File: config.mk
export PLATFORM = sky130hd
export DESIGN_NAME = keypad_lock_ctrl_flat
export DESIGN_NICKNAME = d
export VERILOG_FILES = /design/src/rtl/keypad_lock_ctrl_pkg.sv /design/src/rtl/keypad_lock_ctrl_if.sv /design/src/rtl/keypad_lock_ctrl_timer.sv /design/src/rtl/keypad_lock_ctrl.sv /design/src/flat_wrapper.sv
export SDC_FILE = /design/constraint.sdc
export NUM_CORES = 1
export LEC_CHECK = 0
export ABC_AREA = 1
export CORE_MARGIN = 3
export CORE_UTILIZATION = 30
export DETAILED_ROUTE_END_ITERATION = 10
export PLACE_DENSITY = 0.46
export SLEW_MARGIN = 5
export SYNTH_ARGS = -nofsm -noshare
export SYNTH_HDL_FRONTEND = slang
export SYNTH_HIERARCHICAL = 1
export SYNTH_SLANG_ARGS = --single-unit
File: constraint.sdc
create_clock -name clk -period 9.2 [get_ports clk]
set_clock_uncertainty 0.2 [all_clocks]
set_input_delay 2.76 -clock clk [delete_from_list [all_inputs] [get_ports clk]]
set_output_delay 2.76 -clock clk [all_outputs]
set_load 0.05 [all_outputs]
File: src/rtl/keypad_lock_ctrl_pkg.sv
// Shared home-automation definitions: lock FSM states, keypad codes and
// elaboration-time width helpers used by the keypad lock and its timer.
package smart_home_pkg;

  typedef enum logic [1:0] {
    LOCKED   = 2'd0,
    ENTRY    = 2'd1,
    UNLOCKED = 2'd2,
    LOCKOUT  = 2'd3
  } lock_state_t;

  localparam logic [3:0] KEY_CLEAR     = 4'hC;
  localparam logic [3:0] KEY_MAX_DIGIT = 4'd9;

  // Bits needed to hold values 0..value-1 (never less than one bit)
  function automatic int sh_clog2(input int value);
    int w;
    w = 0;
    while ((1 << w) < value) w++;
    return (w < 1) ? 1 : w;
  endfunction

  function automatic int sh_max3(input int a, input int b, input int c);
    int m;
    m = (a > b) ? a : b;
    return (m > c) ? m : c;
  endfunction

endpackage

File: src/rtl/keypad_lock_ctrl_if.sv
// Keypad/door-sensor inputs and lock status outputs of the keypad lock.
// The master side (keypad front end, door sensor) drives the requests; the
// slave side (lock controller) drives the lock status back.
interface keypad_lock_ctrl_if;

  logic       key_valid;
  logic [3:0] key_code;
  logic       lock_cmd;
  logic       door_closed;
  logic       locked;
  logic       lockout;
  logic       unlock_pulse;
  logic       fail_pulse;

  modport master (
    output key_valid, key_code, lock_cmd, door_closed,
    input  locked, lockout, unlock_pulse, fail_pulse
  );

  modport slave (
    input  key_valid, key_code, lock_cmd, door_closed,
    output locked, lockout, unlock_pulse, fail_pulse
  );

endinterface

File: src/rtl/keypad_lock_ctrl_timer.sv
// sh_timer: saturating up-counter with synchronous clear and enable.
// 'expired' is high once the count has reached 'limit', and also on the
// cycle whose enabled edge will bring the count up to 'limit', so the owner
// can act on the very edge where the limit is reached.
module sh_timer #(
  parameter int W = 8
) (
  input  logic         clk,
  input  logic         rst_n,
  input  logic         clr,
  input  logic         en,
  input  logic [W-1:0] limit,
  output logic         expired
);

  localparam logic [W-1:0] CNT_MAX = '1;

  logic [W-1:0] cnt_q;

  // Count up while enabled, hold at all-ones, clear has priority
  always_ff @(posedge clk or negedge rst_n) begin
    if (!rst_n) begin
      cnt_q <= '0;
    end else if (clr) begin
      cnt_q <= '0;
    end else if (en && (cnt_q != CNT_MAX)) begin
      cnt_q <= cnt_q + 1'b1;
    end
  end

  // Limit reached already, or reached by this enabled edge
  always_comb begin
    expired = (cnt_q >= limit) || (en && ((cnt_q + 1'b1) == limit));
  end

endmodule

File: src/rtl/keypad_lock_ctrl.sv
// Keypad PIN lock. Collects PIN digits, unlocks on a match, counts wrong
// entries toward a timed lockout, abandons idle entries and relocks once the
// door has stayed shut long enough. One shared timer serves the entry idle
// timeout, the relock delay and the lockout duration.
module keypad_lock_ctrl
  import smart_home_pkg::*;
#(
  parameter int          PIN_DIGITS     = 4,
  parameter logic [15:0] PIN            = 16'h1234,
  parameter int          MAX_TRIES      = 3,
  parameter int          LOCKOUT_CYCLES = 1000,
  parameter int          RELOCK_CYCLES  = 500,
  parameter int          ENTRY_TIMEOUT  = 200
) (
  input logic               clk,
  input logic               rst_n,
  keypad_lock_ctrl_if.slave bus
);

  localparam int CODE_W = 4 * PIN_DIGITS;
  localparam int CNT_W  = sh_clog2(PIN_DIGITS + 1);
  localparam int TRY_W  = sh_clog2(MAX_TRIES + 1);
  localparam int TMR_W  = sh_clog2(sh_max3(LOCKOUT_CYCLES, RELOCK_CYCLES, ENTRY_TIMEOUT) + 1);

  localparam logic [CODE_W-1:0] PIN_CODE    = PIN[CODE_W-1:0];
  localparam logic [CNT_W-1:0]  CNT_FULL    = CNT_W'(PIN_DIGITS);
  localparam logic [TRY_W-1:0]  TRY_LIMIT   = TRY_W'(MAX_TRIES);
  localparam logic [TMR_W-1:0]  ENTRY_LIM   = TMR_W'(ENTRY_TIMEOUT);
  localparam logic [TMR_W-1:0]  RELOCK_LIM  = TMR_W'(RELOCK_CYCLES);
  localparam logic [TMR_W-1:0]  LOCKOUT_LIM = TMR_W'(LOCKOUT_CYCLES);

  lock_state_t       state_q, state_d;
  logic [TRY_W-1:0]  tries_q, tries_d, tries_inc;
  logic [CNT_W-1:0]  dcnt_q, dcnt_d, dcnt_new;
  logic [CODE_W-1:0] shift_q, shift_d, shift_new;
  logic              locked_q, lockout_q, unlock_q, fail_q;
  logic              unlock_d, fail_d;
  logic              key_digit, key_clear;
  logic              entry_full, code_match;
  logic              restart;
  logic              tmr_clr, tmr_en, tmr_exp;
  logic [TMR_W-1:0]  tmr_lim;

  // Decode the key strobe and build the candidate code including this digit
  always_comb begin
    key_digit  = bus.key_valid && (bus.key_code <= KEY_MAX_DIGIT);
    key_clear  = bus.key_valid && (bus.key_code == KEY_CLEAR);
    if (state_q == LOCKED) begin
      dcnt_new  = CNT_W'(1);
      shift_new = CODE_W'(bus.key_code);
    end else begin
      dcnt_new  = dcnt_q + 1'b1;
      shift_new = (shift_q << 4) | CODE_W'(bus.key_code);
    end
    entry_full = (dcnt_new == CNT_FULL);
    code_match = (shift_new == PIN_CODE);
    tries_inc  = tries_q + 1'b1;
  end

  // Select what the shared timer measures in the current state
  always_comb begin
    tmr_en  = 1'b0;
    tmr_lim = '1;
    unique case (state_q)
      ENTRY: begin
        tmr_en  = 1'b1;
        tmr_lim = ENTRY_LIM;
      end
      UNLOCKED: begin
        tmr_en  = bus.door_closed;
        tmr_lim = RELOCK_LIM;
      end
      LOCKOUT: begin
        tmr_en  = 1'b1;
        tmr_lim = LOCKOUT_LIM;
      end
      default: begin
        tmr_en  = 1'b0;
        tmr_lim = '1;
      end
    endcase
  end

  // Next-state, try counting and pulse decisions
  always_comb begin
    state_d  = state_q;
    tries_d  = tries_q;
    dcnt_d   = dcnt_q;
    shift_d  = shift_q;
    unlock_d = 1'b0;
    fail_d   = 1'b0;
    restart  = 1'b0;
    unique case (state_q)
      LOCKED, ENTRY: begin
        if (key_digit) begin
          // A key in the same cycle as the idle timeout takes precedence
          restart = 1'b1;
          shift_d = shift_new;
          dcnt_d  = dcnt_new;
          state_d = ENTRY;
          if (entry_full) begin
            dcnt_d = '0;
            if (code_match) begin
              state_d  = UNLOCKED;
              tries_d  = '0;
              unlock_d = 1'b1;
            end else begin
              tries_d = tries_inc;
              fail_d  = 1'b1;
              state_d = (tries_inc == TRY_LIMIT) ? LOCKOUT : LOCKED;
            end
          end
        end else if ((state_q == ENTRY) && (key_clear || tmr_exp)) begin
          state_d = LOCKED;
          dcnt_d  = '0;
        end
      end
      UNLOCKED: begin
        // A door that is open cannot be locked by command
        if (tmr_exp || (bus.lock_cmd && bus.door_closed)) begin
          state_d = LOCKED;
        end
      end
      LOCKOUT: begin
        if (tmr_exp) begin
          state_d = LOCKED;
          tries_d = '0;
        end
      end
      default: begin
        state_d = LOCKED;
      end
    endcase
  end

  // Timer restarts on every state change, every accepted digit and any
  // open-door cycle while unlocked
  assign tmr_clr = restart || (state_d != state_q) ||
                   ((state_q == UNLOCKED) && !bus.door_closed);

  sh_timer #(
    .W (TMR_W)
  ) u_timer (
    .clk     (clk),
    .rst_n   (rst_n),
    .clr     (tmr_clr),
    .en      (tmr_en),
    .limit   (tmr_lim),
    .expired (tmr_exp)
  );

  // Control state and registered outputs
  always_ff @(posedge clk or negedge rst_n) begin
    if (!rst_n) begin
      state_q   <= LOCKED;
      tries_q   <= '0;
      dcnt_q    <= '0;
      locked_q  <= 1'b1;
      lockout_q <= 1'b0;
      unlock_q  <= 1'b0;
      fail_q    <= 1'b0;
    end else begin
      state_q   <= state_d;
      tries_q   <= tries_d;
      dcnt_q    <= dcnt_d;
      locked_q  <= (state_d != UNLOCKED);
      lockout_q <= (state_d == LOCKOUT);
      unlock_q  <= unlock_d;
      fail_q    <= fail_d;
    end
  end

  // Digit shift register; only read after a first digit has loaded it
  always_ff @(posedge clk) begin
    shift_q <= shift_d;
  end

  assign bus.locked       = locked_q;
  assign bus.lockout      = lockout_q;
  assign bus.unlock_pulse = unlock_q;
  assign bus.fail_pulse   = fail_q;

endmodule

File: src/flat_wrapper.sv
// flat-port wrapper written by rule: the top's interface ports become plain ports
module keypad_lock_ctrl_flat import smart_home_pkg::*;
#(
  parameter int          PIN_DIGITS     = 4,
  parameter logic [15:0] PIN            = 16'h1234,
  parameter int          MAX_TRIES      = 3,
  parameter int          LOCKOUT_CYCLES = 1000,
  parameter int          RELOCK_CYCLES  = 500,
  parameter int          ENTRY_TIMEOUT  = 200
)
  (clk, rst_n, bus_key_valid, bus_key_code, bus_lock_cmd, bus_door_closed, bus_locked, bus_lockout, bus_unlock_pulse, bus_fail_pulse);
  keypad_lock_ctrl_if bus_i ();
  input logic clk;
  input logic rst_n;
  input wire logic [$bits(bus_i.key_valid)-1:0] bus_key_valid;
  input wire logic [$bits(bus_i.key_code)-1:0] bus_key_code;
  input wire logic [$bits(bus_i.lock_cmd)-1:0] bus_lock_cmd;
  input wire logic [$bits(bus_i.door_closed)-1:0] bus_door_closed;
  output wire logic [$bits(bus_i.locked)-1:0] bus_locked;
  output wire logic [$bits(bus_i.lockout)-1:0] bus_lockout;
  output wire logic [$bits(bus_i.unlock_pulse)-1:0] bus_unlock_pulse;
  output wire logic [$bits(bus_i.fail_pulse)-1:0] bus_fail_pulse;
  assign bus_i.key_valid = bus_key_valid;
  assign bus_i.key_code = bus_key_code;
  assign bus_i.lock_cmd = bus_lock_cmd;
  assign bus_i.door_closed = bus_door_closed;
  assign bus_locked = bus_i.locked;
  assign bus_lockout = bus_i.lockout;
  assign bus_unlock_pulse = bus_i.unlock_pulse;
  assign bus_fail_pulse = bus_i.fail_pulse;
  keypad_lock_ctrl #(.PIN_DIGITS(PIN_DIGITS), .PIN(PIN), .MAX_TRIES(MAX_TRIES), .LOCKOUT_CYCLES(LOCKOUT_CYCLES), .RELOCK_CYCLES(RELOCK_CYCLES), .ENTRY_TIMEOUT(ENTRY_TIMEOUT)) u_core (.clk(clk), .rst_n(rst_n), .bus(bus_i));
endmodule
==> results summary <==
The flow ran to the end, and the final reports show no timing, DRC or antenna violations. The global-route congestion overflow total came out at 0. Counting stages on the worst path, the most repeated cell is sky130_fd_sc_hd__nand2_1. The ratio of routed vias to standard cells came out at roughly 4.5.

The critical path in this run is classified as in -> reg. With fillers left out, the area of the finished cells amounts to approximately 2800 µm². The detailed-routing iteration count for the pre-antenna-repair pass came out at 4. Summed over its instances, the top area cell type makes up approximately a fifth of the synthesized netlist area.

At the worst endpoint, the required time is 9.20 ns. The CTS tree is built. The startpoint class of the critical path is a primary input. The placement-stage cell area is roughly 2700 µm². sky130_fd_sc_hd__dfrtp_1 takes more of the synthesized area than any other cell.

The TritonCTS buffer count is 5. The reported leakage power came out at approximately 1.3 nW. In this run the power density over the cells is between 200 and 300 nW/µm². Setup repair after global routing left no endpoint under its margin. The first-pass GRT wire length is roughly 9200 µm. The number of max-slew violations in the final report came out at 0.

The main flop type after synthesis is sky130_fd_sc_hd__dfrtp_1. The die outline width came out at around 96 µm. In this run the tool buffered the top-level ports with 12 buffer cells.

The number of antenna violations at the first check in global routing came to 0. The fraction of power spent switching nets came out at ~46%. The delay of the slowest critical-path stage is slightly above 0.5 ns.

The via count of the first global-routing pass came out at 1915. The worst setup timing slack at the placement stage is between 3 and 4 ns. The detailed-route via count came out at 1997.

The leading cell type in the layout, fill and taps excluded is sky130_fd_sc_hd__nand2_1. The clock sink total came out at 33. The area of the die is between 9000 and 10000 µm².

The buffer count from post-CTS setup fixing came out at 0. The Yosys step of the flow raised 6 warnings. The routed length per instance is ~12 µm. The routed design could run at a clock period as short as between 5 and 6 ns. The number of inserted diodes is 0. The clock tree synthesis step divided the H-tree into 2 levels. The setup TNS after final layout is 0 ns.

The path class of the tightest hold or removal check is reg -> reg. The layout cell share with drive strength beyond 1 came out at around 14%. The core region is about 7800 µm². The row count came out at 32.

The final non-filler cell total is 441. The insertion delay of the later-clocked pin in the worst-skew pair is 0.28 ns. The count of antenna-violating nets left after detailed routing is 0.

The worst IR drop on VDD is ~0.16 mV. The cell area after synthesis is around 2400 µm². After synthesis the netlist holds a flip-flop and latch count of 33. From synthesis to final layout, the design area changed by 15.6%. The number of remaining DRC errors is 0. The library cells used most frequently in the layout, excluding fill and tap cells, are 81 x sky130_fd_sc_hd__nand2_1, 49 x sky130_fd_sc_hd__inv_1, 36 x sky130_fd_sc_hd__nor2_1, 33 x sky130_fd_sc_hd__nand3_1, 20 x sky130_fd_sc_hd__dfrtp_1. The filler cell count in the final layout is between 800 and 900. Setup violations remaining at the end of the flow were counted as 0. STA classifies the critical path endpoint as a flip-flop. The global placement routability congestion is approximately 0.84. The net switching component of the power came out at around 0.33 mW. The count of final hold-check violations came out at 0.

Once placement completed, the tool counted placed cells totaling roughly 430. The count of unique library cells instantiated by Yosys came out at 30. The final routed wirelength across all metal layers is between 5000 and 6000 µm. The share of total power dissipated in combinational logic is around half.

The maximum operating frequency came out at 0.170 GHz. The data arrival at the endpoint of the critical path is approximately 5.9 ns. The number of gates resized after cts is 0.

Counting flops with a built-in enable in the synthesized netlist gives 12. Cell internal power was estimated by the tool at 0.383 mW. The initial utilization of the core area, before any placement, comes to 31.2%. The number of DRC markers in iteration 0 is 73. The synthesized area per cell is roughly 7.7 µm². After layout, the worst setup slack is 3.32 ns.

Pin placement for this block handled 13 I/O pins. Clock tree synthesis selected as its root buffer the cell sky130_fd_sc_hd__clkbuf_8. The transition time at the pin with the least slew margin came out at approximately 0.74 ns. The proportion of synthesized flip-flops having asynchronous set or reset is between 60% and 70%. The worst pin sits at a relative slew slack of roughly half. Clock-pin slew was measured on the worst setup and hold paths at 0.08 ns.

Yosys attributes the largest share of cell area to sky130_fd_sc_hd__dfrtp_1 21%, sky130_fd_sc_hd__edfxtp_1 15%, sky130_fd_sc_hd__nand2_1 13%, sky130_fd_sc_hd__ha_1 9.8%, sky130_fd_sc_hd__inv_1 7.6%. The critical path's slowest cell is sky130_fd_sc_hd__clkdlybuf4s50_1. The sequential share of the synthesized area is between 30% and 40%.

Traced cell by cell, the critical path runs through clkdlybuf4s50_1 > nand2_1 > a21oi_1 > nand2_1 > nor2_1 > nand3_1 > nor2_1 > nand2_1 > nor2_1 > nand3_1 > nand2_1 > inv_1 > nand2_1 > nand2_1 > nand3_1 > nand2_1 > nand3_1 > nand2_1 > nor2_1 > nand3_2 > inv_1 > nand3_2 > o21ai_0. The clock tree buffer depth is 2. The layout net count is about 370.

Synthesis produced between 300 and 400 cells. The total power of the final layout is between 0.7 and 0.8 mW. Entering global routing, the biggest net connects 22 pins. The largest fanout on the critical path came out at 8. The reported max-cap violation count came out at 0. The vertical extent of the die came out at 95.8 µm.

The post-route clock period utilization came out at ~64%. Buffers inserted to repair hold after CTS numbered 0. The clock network accounts for between 10% and 20% of the total power. The sequential share of power came out at 30.1%.

The total global-route track usage came out at a little over an eighth. Detailed placement ended at an HPWL of 4300 µm.
-- registers in the layout (all words and copies together) (netlist names) --
name                     count
u_core/bus.lockout           1
u_core/tries_q               2
u_core/u_timer/cnt_q        10
u_core/bus.locked            1
u_core/bus.unlock_pulse      1
u_core/state_q               2
u_core/shift_q              12
u_core/bus.fail_pulse        1
u_core/dcnt_q                3
-- power by group through the flow --
stage	clock [mW]	sequential [mW]	combinational, mW
after floorplan	0	0.220	0.266
after global placement	0	0.216	0.361
after detailed placement	0	0.215	0.358
after CTS	0.148	0.213	0.360
after global routing	0.155	0.217	0.408
final	0.141	0.213	0.355
-- area by class of cell --
type | instances | area [µm²] | area share, %
clock buffers | 5 | 68.8 | 2.46
clock inverters | 3 | 46.3 | 1.66
inverters | 53 | 199 | 7.11
multi-input cells | 232 | 1340 | 47.9
flip-flops and latches | 33 | 887 | 31.7
well taps | 102 | 128 | 4.56
repair buffers | 13 | 128 | 4.56
-- final timing paths --
kind                                         from                       to  slack, ns  cells past startpoint
worst max-delay path              bus_door_closed  u_core/u_timer/cnt_q[1]       3.32                     23
worst min-delay path            u_core/tries_q[0]        u_core/tries_q[0]       0.30                      2
worst max register to register  u_core/state_q[1]  u_core/u_timer/cnt_q[1]       4.82                     21
worst min register to register  u_core/tries_q[0]        u_core/tries_q[0]       0.30                      2
max in group asynchronous                   rst_n        u_core/bus.locked       5.88                      2
min in group asynchronous                   rst_n  u_core/u_timer/cnt_q[6]       2.62                      2
-- cell usage after synthesis (7+ instances only) --
| cell | n |
|---|---|
| sky130_fd_sc_hd__nor2_1 | 36 |
| sky130_fd_sc_hd__a21oi_1 | 7 |
| sky130_fd_sc_hd__nand3_1 | 33 |
| sky130_fd_sc_hd__inv_1 | 49 |
| sky130_fd_sc_hd__nand2_1 | 81 |
| sky130_fd_sc_hd__ha_1 | 19 |
| sky130_fd_sc_hd__nand2_2 | 7 |
| sky130_fd_sc_hd__o22ai_2 | 8 |
| sky130_fd_sc_hd__dfrtp_1 | 20 |
| sky130_fd_sc_hd__edfxtp_1 | 12 |
-- stage by stage --
stage,hold slack (ns),utilization (%)
2_1_floorplan,0.249,-
3_3_place_gp,0.266,34.5
3_5_place_dp,0.267,34.5
4_1_cts,0.292,36.0
5_1_grt,0.328,36.0
6_report,0.296,36.0
-- layer usage --
layer	global-route usage (%)	part of all wire, %
met1	18.4	51
met2	20.2	44
met3	2.89	3.4
met4	3.91	1.1
met5	0	0
-- worst max-delay path: cells and delay by family --
kind / cells / cell delay, ns
and+or+nand+nor: 18 / 1.75
AOI/OAI and AO/OA: 2 / 0.62
buffers and inverters: 3 / 0.76
-- logic make-up (layout without fill, tap and decap cells) --
group / after synthesis / count (layout) / synth area share (%)
AOI/OAI and AO/OA: 29 / 29 / 9.31
xor gates and xnor gates: 1 / 1 / 0.362
adders and majority gates: 19 / 19 / 9.82
buffers and inverters: 54 / 74 / 8.43
DFF: 33 / 33 / 36.7
other: 1 / 4 / 0.155
and+or+nand+nor: 179 / 179 / 35.3
(Power assumes the default switching activity.)
